<file path="src/rtl/bcd_pkg.sv">
// Shared types and helpers for the handshaked binary-to-BCD converter.
package bcd_pkg;

  localparam int DIGIT_W = 4;

  typedef enum logic [1:0] {
    IDLE,
    SHIFT,
    DONE
  } state_t;

  // Decimal digits needed for the largest BIN_W-bit value, ceil(binW*log10(2)).
  function automatic int minDigits(input int binW);
    return (binW * 30103 + 99999) / 100000;
  endfunction

endpackage

</file>
<file path="src/rtl/bcd_digit_adjust.sv">
// Double-dabble correction for one BCD digit: add 3 when the digit is 5 or more.
module bcd_digit_adjust
  import bcd_pkg::*;
(
  input  logic [DIGIT_W-1:0] digit_i,
  output logic [DIGIT_W-1:0] digit_o
);

  always_comb begin
    digit_o = digit_i;
    if (digit_i >= DIGIT_W'(5)) begin
      digit_o = digit_i + DIGIT_W'(3);
    end
  end

endmodule

</file>
<file path="src/rtl/bcd_converter.sv">
// Handshaked binary-to-BCD converter, one binary bit per clock (shift-and-add-3).
// Build option BCD_SIGNED_EN: in_data_i is two's complement and out_neg_o reports the sign.
module bcd_converter
  import bcd_pkg::*;
#(
  parameter int BIN_W = 32,
  parameter int DIG_N = 10
) (
  input  logic                         clk_i,
  input  logic                         rst_i,
  input  logic [BIN_W-1:0]             in_data_i,
  input  logic                         in_valid_i,
  output logic                         in_ready_o,
  output logic [DIGIT_W*DIG_N-1:0]     out_bcd_o,
  output logic [$clog2(DIG_N+1)-1:0]   out_ndigits_o,
  output logic                         out_neg_o,
  output logic                         out_valid_o,
  input  logic                         out_ready_i
);

  localparam int BCD_W  = DIGIT_W * DIG_N;
  localparam int WORK_W = BIN_W + BCD_W;
  localparam int CNT_W  = $clog2(BIN_W + 1);
  localparam int ND_W   = $clog2(DIG_N + 1);

  if (BIN_W < 1) begin : gWidthCheck
    $error("bcd_converter: BIN_W must be at least 1");
  end
  if (DIG_N < minDigits(BIN_W)) begin : gDigitCheck
    $error("bcd_converter: DIG_N too small for BIN_W");
  end

  state_t             state_q, state_d;
  logic [WORK_W-1:0]  work_q, work_d;
  logic [CNT_W-1:0]   cnt_q, cnt_d;
  logic               sign_q, sign_d;
  logic [BCD_W-1:0]   bcd_q, bcd_d;
  logic [ND_W-1:0]    ndig_q, ndig_d;

  logic [BIN_W-1:0]   inMag;
  logic               inNeg;
  logic [BCD_W-1:0]   adjDigits;
  logic [WORK_W-1:0]  adjWork;
  logic [WORK_W-1:0]  shiftedWork;
  logic [BCD_W-1:0]   shiftedBcd;
  logic [ND_W-1:0]    ndCalc;

`ifdef BCD_SIGNED_EN
  // Negation in BIN_W bits maps the most negative value onto its own magnitude.
  assign inNeg = in_data_i[BIN_W-1];
  assign inMag = inNeg ? (~in_data_i + BIN_W'(1)) : in_data_i;
`else
  assign inNeg = 1'b0;
  assign inMag = in_data_i;
`endif

  for (genvar g = 0; g < DIG_N; g++) begin : gAdjust
    bcd_digit_adjust uAdjust (
      .digit_i (work_q[BIN_W + DIGIT_W*g +: DIGIT_W]),
      .digit_o (adjDigits[DIGIT_W*g +: DIGIT_W])
    );
  end

  assign adjWork     = {adjDigits, work_q[BIN_W-1:0]};
  assign shiftedWork = {adjWork[WORK_W-2:0], 1'b0};
  assign shiftedBcd  = shiftedWork[WORK_W-1:BIN_W];

  // Highest non-zero digit plus one; a zero result still shows one digit.
  always_comb begin
    ndCalc = ND_W'(1);
    for (int k = 0; k < DIG_N; k++) begin
      if (shiftedBcd[DIGIT_W*k +: DIGIT_W] != '0) begin
        ndCalc = ND_W'(k + 1);
      end
    end
  end

  always_comb begin
    state_d = state_q;
    work_d  = work_q;
    cnt_d   = cnt_q;
    sign_d  = sign_q;
    bcd_d   = bcd_q;
    ndig_d  = ndig_q;
    case (state_q)
      IDLE: begin
        if (in_valid_i) begin
          work_d  = {{BCD_W{1'b0}}, inMag};
          cnt_d   = '0;
          sign_d  = inNeg;
          state_d = SHIFT;
        end
      end
      SHIFT: begin
        work_d = shiftedWork;
        cnt_d  = cnt_q + CNT_W'(1);
        if (cnt_q == CNT_W'(BIN_W - 1)) begin
          bcd_d   = shiftedBcd;
          ndig_d  = ndCalc;
          state_d = DONE;
        end
      end
      DONE: begin
        if (out_ready_i) begin
          state_d = IDLE;
        end
      end
      default: state_d = IDLE;
    endcase
  end

  always_ff @(posedge clk_i) begin
    if (rst_i) begin
      state_q <= IDLE;
      work_q  <= '0;
      cnt_q   <= '0;
      sign_q  <= 1'b0;
      bcd_q   <= '0;
      ndig_q  <= ND_W'(1);
    end else begin
      state_q <= state_d;
      work_q  <= work_d;
      cnt_q   <= cnt_d;
      sign_q  <= sign_d;
      bcd_q   <= bcd_d;
      ndig_q  <= ndig_d;
    end
  end

  // A set top bit would be shifted out of the digit field; digits must stay decimal.
  always_ff @(posedge clk_i) begin
    if (!rst_i && state_q == SHIFT) begin
      assert (adjWork[WORK_W-1] == 1'b0);
      for (int k = 0; k < DIG_N; k++) begin
        assert (work_q[BIN_W + DIGIT_W*k +: DIGIT_W] <= DIGIT_W'(9));
      end
    end
  end

  assign in_ready_o    = (state_q == IDLE) && !rst_i;
  assign out_valid_o   = (state_q == DONE);
  assign out_bcd_o     = bcd_q;
  assign out_ndigits_o = ndig_q;
  assign out_neg_o     = sign_q;

endmodule

</file>
<file path="config.mk">
export PLATFORM = sky130hd
export DESIGN_NAME = bcd_converter
export DESIGN_NICKNAME = d
export VERILOG_FILES = /design/src/rtl/bcd_pkg.sv /design/src/rtl/bcd_digit_adjust.sv /design/src/rtl/bcd_converter.sv
export SDC_FILE = /design/constraint.sdc
export NUM_CORES = 1
export LEC_CHECK = 0
export CAP_MARGIN = 20
export CORE_MARGIN = 1
export CORE_UTILIZATION = 50
export CTS_CLUSTER_SIZE = 14
export DETAILED_ROUTE_END_ITERATION = 10
export PLACE_DENSITY = 0.74
export SLEW_MARGIN = 10
export SYNTH_ARGS = -nofsm -noshare
export SYNTH_HDL_FRONTEND = slang
export SYNTH_HIERARCHICAL = 1
export SYNTH_SLANG_ARGS = --single-unit
</file>
<file path="constraint.sdc">
create_clock -name clk_i -period 3.8 [get_ports clk_i]
set_input_delay 0.38 -clock clk_i [delete_from_list [all_inputs] [get_ports clk_i]]
set_output_delay 0.38 -clock clk_i [all_outputs]
set_load 0.1 [all_outputs]
</file>
==> results.ini, run 1 <==
[drt]
first_iter_violations = 397
drt_total_wl_mm = 13.2
avgRoutedWirePerCell_um = 13.2
ant_nets = 0
avgViaCountPerCell = 5.46
drc_errors = 0
drt_first_pass_iters = 5
route.vias.total = 5472

[cts]
post-cts-setup-buffer-count = 0
tritoncts = done
clk_pin_slew_worst_paths_ns = 0.05
cts_root_buffer = clkbuf_16
h-tree-depth = 4
clkLatencyLatePin_ns = 0.42
cts_hold_buffers = 0
clock_sink_count = 124
cts-root-to-sink-buffers = 2
cts_inserted_buffers = 17
postCtsResizedCells = 0

[floorplan]
initial_utilization_pct = 51.7
placementRows = 39
io_pins = 83
dieWidth_um = 111
core_area_mm2 = 0.0115
die_height_um = 111
die_area_mm2 = 0.0123

[min_path]
timing.hold.worst.start = rst_i
timing.hold.worst.class = input pin to flip-flop

[cells_and_area]
final_cell_mix = nor2_1, nand2_1, dfxtp_1, clkdlybuf4s50_1, a21oi_1
final_nets = 907
antenna_diode_count = 0
syn_to_final_growth_pct = 23.3
layout.area.seq_mm2 = 0.00248
n_fill_cell = 969
multi_input_comb_area_mm2 = 0.00317
mostFrequentLayoutCell = nor2_1
ratio_of_cells_with_drive_above_1_in_the_final_layout_pct = 5.94

[yosys]
yosysWarnings = 6
syn-cell-area_mm2 = 0.00593
postSynthAreaPerCell_um2 = 7.48
total_nets_after_synthesis = 850
synthCells = 793

[worst_setup_path]
start_kind = flip-flop
startpoint = state_q[1]$_SDFFE_PP0P_
timing.critical_path.arrival_ns = 2.44
required_time_of_the_critical_path_ns = 3.42
worstSetupPathType = flip-flop to primary output
cp_cell_sequence = nor3_1 -> clkdlybuf4s50_1
reg2reg_from = work_q[45]$_SDFFE_PP0P_
worst_path_cell_with_the_longest_stage_delay = clkdlybuf4s50_1
worstSetupEndpointType = primary output
cp_slowest_stage_delay_ns = 1.20
worst_reg_to_reg_setup_slack_ns = 1.19
cp_max_fo = 14

[global_route]
groute.usage.overall_pct = 22.5
initial_antenna_violation_count = 0
final_global_route_overflow_total = 0
grt_start_max_net_pins = 117
first_global_vias = 5130
wire_length_of_the_first_global_routing_pass_mm = 22.7

[sta]
setup_violations = 0
fin_setup_tns_ns = 0
clock.fmax_ghz = 0.354
actual_transition_at_the_worst_max_transition_pin_ns = 1.02
rsz0062_at_grt = false
skew_ns = 0.00804
share_of_the_clock_period_used_by_the_worst_path_pct = 74.3
finalCriticalPeriod_ns = 2.82
finalWorstSetupSlack_ns = 0.977
hold_violations = 0
drv_slew = 0
relSlewSlack_pct = 31.7

[flow_run]
timing.max_cap.violations = 0

[power]
seqPwrFrac_pct = 45.6
power_report.internal_total_mw = 2.29
vdd_ir_drop_max_mv = 0.252
power.switching_mw = 0.678
combPwrFrac_pct = 7.6
clock_power_share_pct = 46.8
p_leak_nw = 2.82
power-per-cell-area_mw_per_mm2 = 407
fraction_of_power_spent_switching_nets_pct = 22.8

[placement]
gpl.final_weighted_congestion = 0.801
pre_cts_ws_ns = 1.24
buffer_ports.inserted = 81
place.detailed.hpwl_mm = 8.74

[run_status]
status = finished, final reports clean

## critical path: cells and delay by family, from the launching register on
kind | cells | cell delay (ns)
flops | 1 | 0.45
buf+inv | 1 | 1.20
simple gates | 1 | 0.38
## state kept, by name, summed over array words and instances, names as in the netlist
name and cells:
work_q 72, out_bcd_o 40, cnt_q 6, out_ndigits_o 4
state_q 2
## metal layers
metal	routed length, um	vias up	global-route usage (%)
met5	0	-	0
met4	341	0	11.1
met3	675	23	4.65
met2	6310	165	37.3
met1	5900	2533	27.6
li1	-	2751	-
## worst paths after layout
check / to / cells past startpoint
max: in_ready_o / 2
min: work_q[0]$_SDFFE_PP0P_ / 2
min reg2reg: out_bcd_o[18]$_SDFFE_PP0P_ / 2
max reg2reg: out_ndigits_o[1]$_SDFFE_PP0P_ / 9
## layout make-up
cell class / count / area share (%)
Clock buffer: 25 / 6.64
Clock inverter: 3 / 0.205
Inverter: 20 / 1.03
Multi-Input combinational cell: 596 / 43.4
Sequential cell: 124 / 34.0
Tap cell: 143 / 2.45
Timing Repair Buffer: 91 / 12.3
## power by group through the flow
stage | combinational, mW | clock [mW] | sequential, mW
after floorplan | 0.158 | 0 | 1.38
after global placement | 0.217 | 0 | 1.38
final | 0.226 | 1.39 | 1.36
after detailed placement | 0.222 | 0 | 1.38
after global routing | 0.255 | 1.49 | 1.36
after CTS | 0.223 | 1.42 | 1.35
## stage by stage
step	cell area [um2]	instances	hold slack (ns)	utilization [%]	power (mW)
5_1_grt	7310	1002	0.229	63.7	3.10
6_report	7310	1002	0.234	63.7	2.97
2_1_floorplan	5930	793	0.445	-	1.53
4_1_cts	7280	1001	0.221	63.5	2.99
3_3_place_gp	6780	973	0.442	59.1	1.60
3_5_place_dp	6780	973	0.447	59.1	1.60
Power figures use the tool's default switching activity.
==> run 2: changes to the inputs <==
Clock period 3.8 ns to 2.8 ns, I/O delays scaled along.
==> run 2 against run 1 <==
Effect of this change:
- final cell count rose by 0.80%
- worst hold slack improved by 0.12 ns
- first-iteration DRC count shrank 7.8%
- sequential power is 35% higher
- sequential share of layout area fell by 0.16 points
- clock skew is 0.0012 ns lower
- highest routed layer unchanged
==> results.ini, run 2 (synthesis results as in run 1) <==
[worst_setup_path]
worst-path-buf-inv = 1  ; unchanged
worstSetupPathType = flip-flop to flip-flop
start_kind = flip-flop
worst_path_cell_with_the_longest_stage_delay = nor4_1
cp_slowest_stage_delay_ns = 0.44  ; -0.76 ns
worstSetupPathDepth = 9  ; +7
worstSetupEndpointType = flip-flop
worst_r2r_path_depth = 9  ; unchanged
cp_max_fo = 3  ; -11
path_delay_family = compound AO/OA/AOI/OAI gates
required_time_of_the_critical_path_ns = 3.12  ; -0.30 ns
timing.critical_path.arrival_ns = 2.77  ; +0.33 ns
cp_cell_sequence = inv_1 -> ha_1 -> nand2b_1 -> a21oi_2 -> xnor2_1 -> nor4_1 -> o211ai_1 -> a311o_1 -> a211oi_1

[global_route]
final_global_route_overflow_total = 0  ; unchanged
groute.usage.overall_pct = 22.6  ; +0.080 points
grt_start_max_net_pins = 67  ; -43%
initial_antenna_violation_count = 0  ; unchanged
first_global_vias = 5074  ; -1.1%
wire_length_of_the_first_global_routing_pass_mm = 22.7  ; unchanged

[sta]
relSlewSlack_pct = 40.7  ; +9.0 points
clock.fmax_ghz = 0.408
actual_transition_at_the_worst_max_transition_pin_ns = 0.889  ; -0.135 ns
share_of_the_clock_period_used_by_the_worst_path_pct = 87.5
fin_setup_tns_ns = 0  ; unchanged
hold_violations = 0  ; unchanged
drv_slew = 0  ; unchanged
finalWorstSetupSlack_ns = 0.351  ; -0.626 ns
rsz0062_at_grt = false
skew_ns = 0.00688  ; -0.00117 ns
finalCriticalPeriod_ns = 2.45
setup_violations = 0  ; unchanged

[drt]
drt_total_wl_mm = 13.5  ; +1.7%
first_iter_violations = 366  ; -7.8%
drc_errors = 0  ; unchanged
drt_first_pass_iters = 5  ; unchanged
route.vias.total = 5455  ; -0.31%
avgViaCountPerCell = 5.40  ; -1.1%
avgRoutedWirePerCell_um = 13.3  ; +0.92%
ant_nets = 0  ; unchanged

[cells_and_area]
mostFrequentLayoutCell = nor2_1
final_nets = 911  ; +0.44%
syn_to_final_growth_pct = 23.9
final_core_utilization_pct = 64.0  ; +0.31 points
ratio_of_cells_with_drive_above_1_in_the_final_layout_pct = 12.1  ; +6.2 points
n_fill_cell = 986  ; +1.8%
largest_register_ffs = 72  ; unchanged
antenna_diode_count = 0  ; unchanged
final_cell_mix = nor2_1, nand2_1, dfxtp_1, a21oi_1, buf_4
register_with_the_most_flip_flops = work_q

[power]
power_report.internal_total_mw = 3.49  ; +52%
p_leak_nw = 2.98  ; +5.7%
power.switching_mw = 0.940  ; +39%
power-per-cell-area_mw_per_mm2 = 604  ; +48%
total_power_mw = 4.43  ; +49%
seqPwrFrac_pct = 41.5  ; -4.1 points
combPwrFrac_pct = 6.9  ; -0.7 points
fraction_of_power_spent_switching_nets_pct = 21.2  ; -1.6 points
vdd_ir_drop_max_mv = 0.389  ; +54%
clock_power_share_pct = 51.6  ; +4.8 points

[cts]
clkLatencyLatePin_ns = 0.42  ; about the same
cts_hold_buffers = 0  ; unchanged
tritoncts = done
h-tree-depth = 4  ; unchanged
cts_root_buffer = clkbuf_16
cts_inserted_buffers = 17  ; unchanged
post-cts-setup-buffer-count = 0  ; unchanged
cts-root-to-sink-buffers = 2  ; unchanged
clk_pin_slew_worst_paths_ns = 0.05  ; about the same
clock_sink_count = 124  ; unchanged
postCtsResizedCells = 0  ; unchanged

[floorplan]
die_area_mm2 = 0.0123  ; unchanged
initial_utilization_pct = 51.7  ; unchanged
die_height_um = 111  ; unchanged
placementRows = 39  ; unchanged
io_pins = 83  ; unchanged
core_area_mm2 = 0.0115  ; unchanged
dieWidth_um = 111  ; unchanged

[placement]
gpl.final_weighted_congestion = 0.832  ; +3.9%
pre_cts_ws_ns = 0.363  ; -0.876 ns
buffer_ports.inserted = 81  ; unchanged
place.detailed.hpwl_mm = 8.94  ; +2.2%

[run_status]
status = finished, final reports clean

[flow_run]
timing.max_cap.violations = 0  ; unchanged

[min_path]
timing.hold.worst.class = input pin to flip-flop
holdPathStages = 2  ; unchanged

run 2: cell count changes in the layout (fill, tap and decap cells not counted):
cell / before / now
nor3_2: 1 / 2
buf_16: 1 / 0
buf_4: 11 / 60
clkdlybuf4s50_1: 79 / 34
buf_12: 0 / 1
nor3_1: 32 / 31
bufinv_16: 0 / 4
run 2: metal layers:
| metal | track usage, % | share of wire, % | up-vias |
|---|---|---|---|
| met4 | 11.1 | 2.5 | 0 |
| met1 | 28.1 | 45 | 2500 |
| met2 | 36.6 | 47 | 161 |
| li1 | - | - | 2767 |
| met5 | 0 | 0 | - |
| met3 | 5.30 | 5.3 | 27 |
run 2: power by group through the flow:
stage / clock, mW / sequential (mW) / combinational [mW]
floorplan: 0 / 1.87 / 0.215
global placement: 0 / 1.87 / 0.298
detailed placement: 0 / 1.87 / 0.306
CTS: 2.33 / 1.84 / 0.308
global route: 2.41 / 1.84 / 0.344
finish: 2.29 / 1.84 / 0.308
run 2: worst paths after layout:
| path | start | endpoint | slack, ns |
|---|---|---|---|
| max | work_q[49]$_SDFFE_PP0P_ | out_ndigits_o[1]$_SDFFE_PP0P_ | 0.35 |
| min | rst_i | work_q[0]$_SDFFE_PP0P_ | 0.36 |
| min reg2reg | out_bcd_o[33]$_SDFFE_PP0P_ | out_bcd_o[33]$_SDFFE_PP0P_ | 0.45 |
| max reg2reg | work_q[49]$_SDFFE_PP0P_ | out_ndigits_o[1]$_SDFFE_PP0P_ | 0.35 |
run 2: final cells by class:
type	instances	area (um2)	area share, %
Inverter	20	75.1	1.02
Sequential cell	124	2480	33.8
Clock inverter	7	135	1.84
Multi-Input combinational cell	596	3180	43.2
Tap cell	143	179	2.44
Clock buffer	25	485	6.61
Timing Repair Buffer	95	811	11.0
run 2: worst register-to-register path, delay by kind of cell, from the launching register on:
kind | cells | cell delay, ns
DFF | 1 | 0.34
adders and majority gates | 1 | 0.17
AOI/OAI and AO/OA | 4 | 1.01
and+or+nand+nor | 2 | 0.60
buffers and inverters | 1 | 0.08
xor gates and xnor gates | 1 | 0.14
run 2: through the flow:
stage	instance area, um2	hold WS [ns]	instances
after CTS	7340	0.342	1010
after global placement	6720	0.445	978
after floorplan	5930	0.445	793
after detailed placement	6720	0.448	978
after global routing	7340	0.369	1010
final	7340	0.356	1010
